### src/rtl/four_bit_down_counter.sv
// rtl/four_bit_down_counter.sv - programmable down counter with load, JK mode control, auto-reload and borrow pulse
//
// Counts a loaded interval back down to zero and flags terminal count with a
// one-cycle registered borrow pulse. It can be cascaded through borrow.
//
// Parameters:
//   WIDTH       counter width (4 is the verified configuration)
//   AUTO_RELOAD 1: reload from reload register on terminal count; 0: stop at zero
//
// Ports:
//   clk         rising-edge clock
//   rst         asynchronous active-high reset
//   en          enable for J/K mode operations (load ignores it)
//   load        synchronous parallel load strobe, highest priority after rst
//   load_value  value captured into count and the reload register on load
//   J, K        mode: 00 hold, 01 clear, 10 preset to all ones, 11 count down
//   count       registered counter value
//   borrow      registered terminal-count pulse, one cycle wide
//   zero        combinational count == 0
//   busy        high while the FSM is in RUN

module four_bit_down_counter #(
    parameter int WIDTH       = 4,
    parameter bit AUTO_RELOAD = 1'b0
) (
    input  logic             clk,
    input  logic             rst,
    input  logic             en,
    input  logic             load,
    input  logic [WIDTH-1:0] load_value,
    input  logic             J,
    input  logic             K,
    output logic [WIDTH-1:0] count,
    output logic             borrow,
    output logic             zero,
    output logic             busy
);

    typedef enum logic [1:0] {
        S_IDLE = 2'd0,
        S_RUN  = 2'd1,
        S_DONE = 2'd2
    } state_t;

    state_t           state_q,  state_d;
    logic [WIDTH-1:0] count_q,  count_d;
    logic [WIDTH-1:0] reload_q, reload_d;
    logic             borrow_q, borrow_d;

    logic             is_terminal;
    logic             reload_ok;

    assign is_terminal = (count_q == WIDTH'(1));
    // Reloading a zero interval would park the counter in RUN at 0, so a
    // zero reload register always falls back to the stop-at-zero behaviour.
    assign reload_ok   = AUTO_RELOAD && (reload_q != '0);

    always_ff @(posedge clk or posedge rst) begin
        if (rst) begin
            state_q  <= S_IDLE;
            count_q  <= '0;
            reload_q <= '0;
            borrow_q <= 1'b0;
        end else begin
            state_q  <= state_d;
            count_q  <= count_d;
            reload_q <= reload_d;
            borrow_q <= borrow_d;
        end
    end

    always_comb begin
        state_d  = state_q;
        count_d  = count_q;
        reload_d = reload_q;
        borrow_d = 1'b0;

        if (load) begin
            count_d  = load_value;
            reload_d = load_value;
            state_d  = (load_value != '0) ? S_RUN : S_DONE;
        end else if (en) begin
            unique case ({J, K})
                2'b00: begin
                end
                2'b01: begin
                    count_d = '0;
                    state_d = S_DONE;
                end
                2'b10: begin
                    count_d = '1;
                    state_d = S_RUN;
                end
                2'b11: begin
                    // Only RUN decrements; IDLE and DONE hold so 0 never wraps.
                    if (state_q == S_RUN) begin
                        if (is_terminal) begin
                            borrow_d = 1'b1;
                            if (reload_ok) begin
                                count_d = reload_q;
                            end else begin
                                count_d = '0;
                                state_d = S_DONE;
                            end
                        end else if (count_q == '0) begin
                            // RUN never holds 0 by construction; retire quietly if it does.
                            state_d = S_DONE;
                        end else begin
                            count_d = count_q - WIDTH'(1);
                        end
                    end
                end
                default: begin
                end
            endcase
        end
    end

    assign count  = count_q;
    assign borrow = borrow_q;
    assign zero   = (count_q == '0);
    assign busy   = (state_q == S_RUN);

endmodule

### config.mk
export PLATFORM = sky130hd
export DESIGN_NAME = four_bit_down_counter
export DESIGN_NICKNAME = d
export VERILOG_FILES = /design/src/rtl/four_bit_down_counter.sv
export SDC_FILE = /design/constraint.sdc
export NUM_CORES = 1
export LEC_CHECK = 0
export BUFFER_PORTS_ARGS = -buffer_cell sky130_fd_sc_hd__buf_2
export CAP_MARGIN = 20
export CELL_PAD_IN_SITES_DETAIL_PLACEMENT = 1
export CELL_PAD_IN_SITES_GLOBAL_PLACEMENT = 1
export CORE_MARGIN = 4
export CORE_UTILIZATION = 38
export DETAILED_ROUTE_END_ITERATION = 8
export PLACE_DENSITY = 0.79
export SYNTH_ARGS = -nofsm -noshare
export SYNTH_HDL_FRONTEND = slang
export SYNTH_SLANG_ARGS = --single-unit
### constraint.sdc
create_clock -name clk -period 2.55 [get_ports clk]
set_input_delay 0.3825 -clock clk [delete_from_list [all_inputs] [get_ports clk]]
set_output_delay 0.3825 -clock clk [all_outputs]
set_load 0.02 [all_outputs]
---- Word level (Yosys, flattened, before mapping) ----
Index checks and enable logic that the tools add are counted.
Widths: inputs -> output; s select.
word-level totals
  output and inout bits ................... 7
  input bits .............................. 10
  register bits after elaboration ......... 7
operators by class
  mux-type cells .......................... 18
  $add $sub $neg .......................... 1
  reductions and logical operators ........ 6
  equal/unequal tests ..................... 8
operators by type and width
  cell                 count
  $mux 4               5
  $mux 2               6
  $pmux 4 s3           1
  $ne 4x4->1 const B   2
  $reduce_and 4->1     2
  $reduce_bool 4->1    2
  $pmux 2 s3           1
  $mux 1               5
  $eq 2x1->1 const B   2
  $eq 2x2->1 const B   2
  $eq 4x1->1 const B   1
  $logic_not 4->1      1
  $sub 4x1->4 const B  1
  $ne 3x3->1 const B   1
  $reduce_bool 2->1    1

---- Longest topological paths before layout ----
  depth after elaboration ................. 7
  mapped depth ............................ 6

---- Worst setup path after synthesis ----
OpenSTA, ideal clock, no wires.
  path type ............................... reg2reg
  start point ............................. reg count_q[0] (netlist: count[0])
  end point ............................... reg state_q[0]
  setup time .............................. 125 ps
  period minus slack after synthesis ...... 1,817 ps
  slack ................................... 733 ps
  arrival ................................. 1,692 ps
  required time ........................... 2,425 ps
  cell stages (with the launch flop) ...... 7
  path buffers ............................ 0
  cells stage by stage .................... dfrtp_1 -> inv_1 -> ha_1 -> nor3b_2 -> nor3_1 -> nor2_2 -> mux2_4
RTL lines
  item                        RTL line  RTL
  start, declared             46        logic [WIDTH-1:0] count_q, count_d;
  start signal, assigned      66        count_q <= count_d;
  $logic_not 4->1             --
  named net zero              35        output logic zero,
  $ne 4x4->1 (no line)        --
  $reduce_and 4->1 (no line)  --
  end signal, assigned        65        state_q <= state_d;
  end, declared               45        state_t state_q, state_d;
The timed path passes the listed nets, and every way through them passes these cells. The select of a mux whose other input is x is not followed.
A chain may end at the register's enable or synchronous reset.

---- Final worst setup path ----
  start point ............................. reg count_q[0] (netlist: count[0])
  end point ............................... out zero
between the ends
  word-level cells in the longest chain between the ends .. 1
RTL lines
  item             RTL line  RTL
  $logic_not 4->1  121       assign zero = (count_q == '0);
  end, declared    35
Every way passes these cells.

==> impl_results.md <==
- Outcome: finished, final reports clean
- Clock tree sinks: 7
- RSZ-0062 raised after global routing: false
- Die ar.: ~2100 um2
- Crit Reg-Reg Endpoint: state_q[0]$_DFFE_PP0P_
- Area post-placement: between 600 and 700 um2
- GR Util All Layers: about 15%
- ANT nets after route: 0
- I/O Buffers: 16
- I/O pin count: 17
- Via count: between 400 and 500
- YS warnings: 0
- Number of buffers and inverters on the critical path: 2
- Largest net degree at the start of global routing: 10
- Power Density: roughly 590 nW/um2
- Post-synth top area cell: dfrtp_1
- Initial antenna violation count: 0
- Worst Tran Pin Value: about 420 ps
- H-tree Lvls: 1
- Aggregate global routing overflow: 0
- Final hold violation count: 0
- Drt wl/cell: between 10 and 15 um
- Setup crit end kind: output pin
- Cell family contributing the most delay on the critical path: flip-flops
- Cell-internal power: between 200 and 250 uW
- Worst Hold Class: input port to asynchronous set/reset pin
- DR iter-0 viols: 6
- CTS tree: built
- Clk buf depth: 2
- Synthesis-to-layout area growth: 23.9%
- Synth top area share: between 30% and 40%
- First-pass GRT wire length: approximately 2100 um
- Layout cell share with drive strength beyond 1: 34.2%
- Post-synthesis sequential area ratio: approximately a third
- CP max-delay cell: dfrtp_1
- Switching Fraction: 36.3%
- Max-capacitance violation count: 0
- Die Span Y: between 40 and 50 um
- Worst R2R Path Depth: 7
- Num CTS Buffers: 3
- Die Span X: around 45 um
- Fillers: between 150 and 200
- Setup slack, reg-to-reg: approximately 850 ps
- Post-synth top flop: dfrtp_1
- Synth top area cells: dfrtp_1, ha_1, inv_1
- Post-CTS Setup Repair Bufs: 0
- Post-Layout Inst Area: between 600 and 700 um2
- Fmax: roughly 550 MHz
- Clock period minus worst slack: 1830 ps
- Vias in the first global route: between 400 and 500
- Post-synth EDFFs: 0
- Critical path launch point type: flip-flop
- # diodes: 0
- Peak VDD IR: around 0.47 mV
- Syn Inst Count: 56
- #FFs+latches synth: 7
- Final nets: 92
- WP data arrival: roughly 1500 ps
- Vias per inst: between 5 and 6
- Fin. max-slew vios: 0
- Setup tns final: 0 ps
- Clk pwr share: 25.7%
- Tcrit/Tclk final: approximately 72%
- Initial Util: slightly above 40%
- Req. time, crit path: around 2200 ps
- Avg Inst Size Synth: 9.52 um2
- CTS Root Cell: clkbuf_4
- Distinct cells, synth: 25
- Skew-Pair Late Insertion Delay: ~250 ps
- Maximum fanout along the worst path: 5
- # hold bufs at CTS: 0
- CTS clk-pin slew, worst paths: around 50 ps
- Sequential share of power: a little under two fifths
- Syn_nets: 71
- Core Box Area: around 1300 um2
- P_sw: roughly 140 uW
- Slew margin rel.: between 70 and 80%
- Row count: 13
- Gate power share: about 37%
- Cell area after synthesis: 533 um2
- R2r startpoint: count[1]$_DFFE_PP0P_
- # DRC: 0
- Critical Path Max Stage Delay: between 400 and 500 ps
- Setup Skew: ~2.8 ps
- Setup Viol. Count Final: 0
- FFs w/ async S/R, synth: 100%
- Leakage: about 0.00034 uW
- Crit path kind: flip-flop to output pin
- Routed WL: 1210 um
- Post-DP HPWL: approximately 1000 um
- Resized cells post-CTS: 0
- Critical path, cell by cell: inv_1 > ha_1 > nor3b_2 > buf_2
- Number of iterations in the first detailed-routing pass: 4
- Routability cong.: 0.754
kinds of logic (layout without fill, tap and decap cells):
kind of cell,Yosys count,after routing,synth area share [%]
flops,7,7,32.9
compound gates,11,11,16.7
buf+inv,10,30,7.28
simple gates,18,18,20.2
mux,5,5,11.3
fa+ha+maj,5,5,11.7
worst max-delay path by stage:
stage                          from                     end  slack [ps]  depth (start not counted)
6_report       count[0]$_DFFE_PP0P_                    zero         720                          4
5_1_grt        count[0]$_DFFE_PP0P_                    zero         620                          4
4_1_cts        count[0]$_DFFE_PP0P_                    zero         710                          4
3_5_place_dp                      J    count[1]$_DFFE_PP0P_         710                          6
3_3_place_gp                      J    count[1]$_DFFE_PP0P_         740                          6
2_1_floorplan  count[0]$_DFFE_PP0P_  state_q[0]$_DFFE_PP0P_         730                          6
per-layer routing:
| metal | global-route usage [%] | wire length (um) | vias to the layer above |
|---|---|---|---|
| met3 | 5.93 | 60 | 3 |
| met5 | 0 | 0 | - |
| met1 | 17.6 | 547 | 214 |
| met2 | 24.5 | 594 | 12 |
| li1 | - | - | 237 |
| met4 | 3.51 | 9 | 0 |
cell usage after synthesis (2+ instances only):
library cell,instances
ha_1,5
mux2i_1,3
nor3b_1,2
nor3_1,2
o21ai_0,3
nor2_1,5
nand2b_1,2
a32o_1,2
mux2_4,2
dfrtp_1,7
inv_1,9
cells in the final DEF (no fill, tap or decap), types with 2 or more instances in the layout:
cell type  count
dfrtp_1        7
nor2_1         5
nor3b_1        2
inv_1          9
o21ai_0        3
clkbuf_4       3
a32o_1         2
buf_2         16
mux2i_1        3
nor3_1         2
nand2b_1       2
mux2_4         2
ha_1           5
layout make-up:
class                      count  area [um2]  area share [%]
sequential                     7         175            26.5
multi-input combinational     39         319            48.3
tap                           15        18.8            2.84
inverter                       9        33.8            5.11
clock buffer                   4        26.3            3.98
timing repair buffer          17        87.6            13.3
through the flow:
step           total power (uW)  hold WS, ps  cells  util [%]  worst slack (ps)
2_1_floorplan               244          186     56         -               733
3_3_place_gp                291          316     87      48.1               743
3_5_place_dp                294          322     87      48.1               707
4_1_cts                     398         52.0     91      50.1               709
5_1_grt                     424         67.6     91      50.1               619
6_report                    391         48.4     91      50.1               716
flip-flops by register name (all words and copies together) (netlist names):
name / cells
count: 4
state_q: 2
borrow: 1
power by group through the flow:
stage          Clock (uW)  Combinational [uW]  Sequential (uW)
6_report              100                 144              146
3_5_place_dp            0                 146              148
2_1_floorplan           0                85.6              158
4_1_cts               104                 146              147
3_3_place_gp            0                 142              149
5_1_grt               114                 159              150
Note: power is estimated with default switching activity, not from simulation.
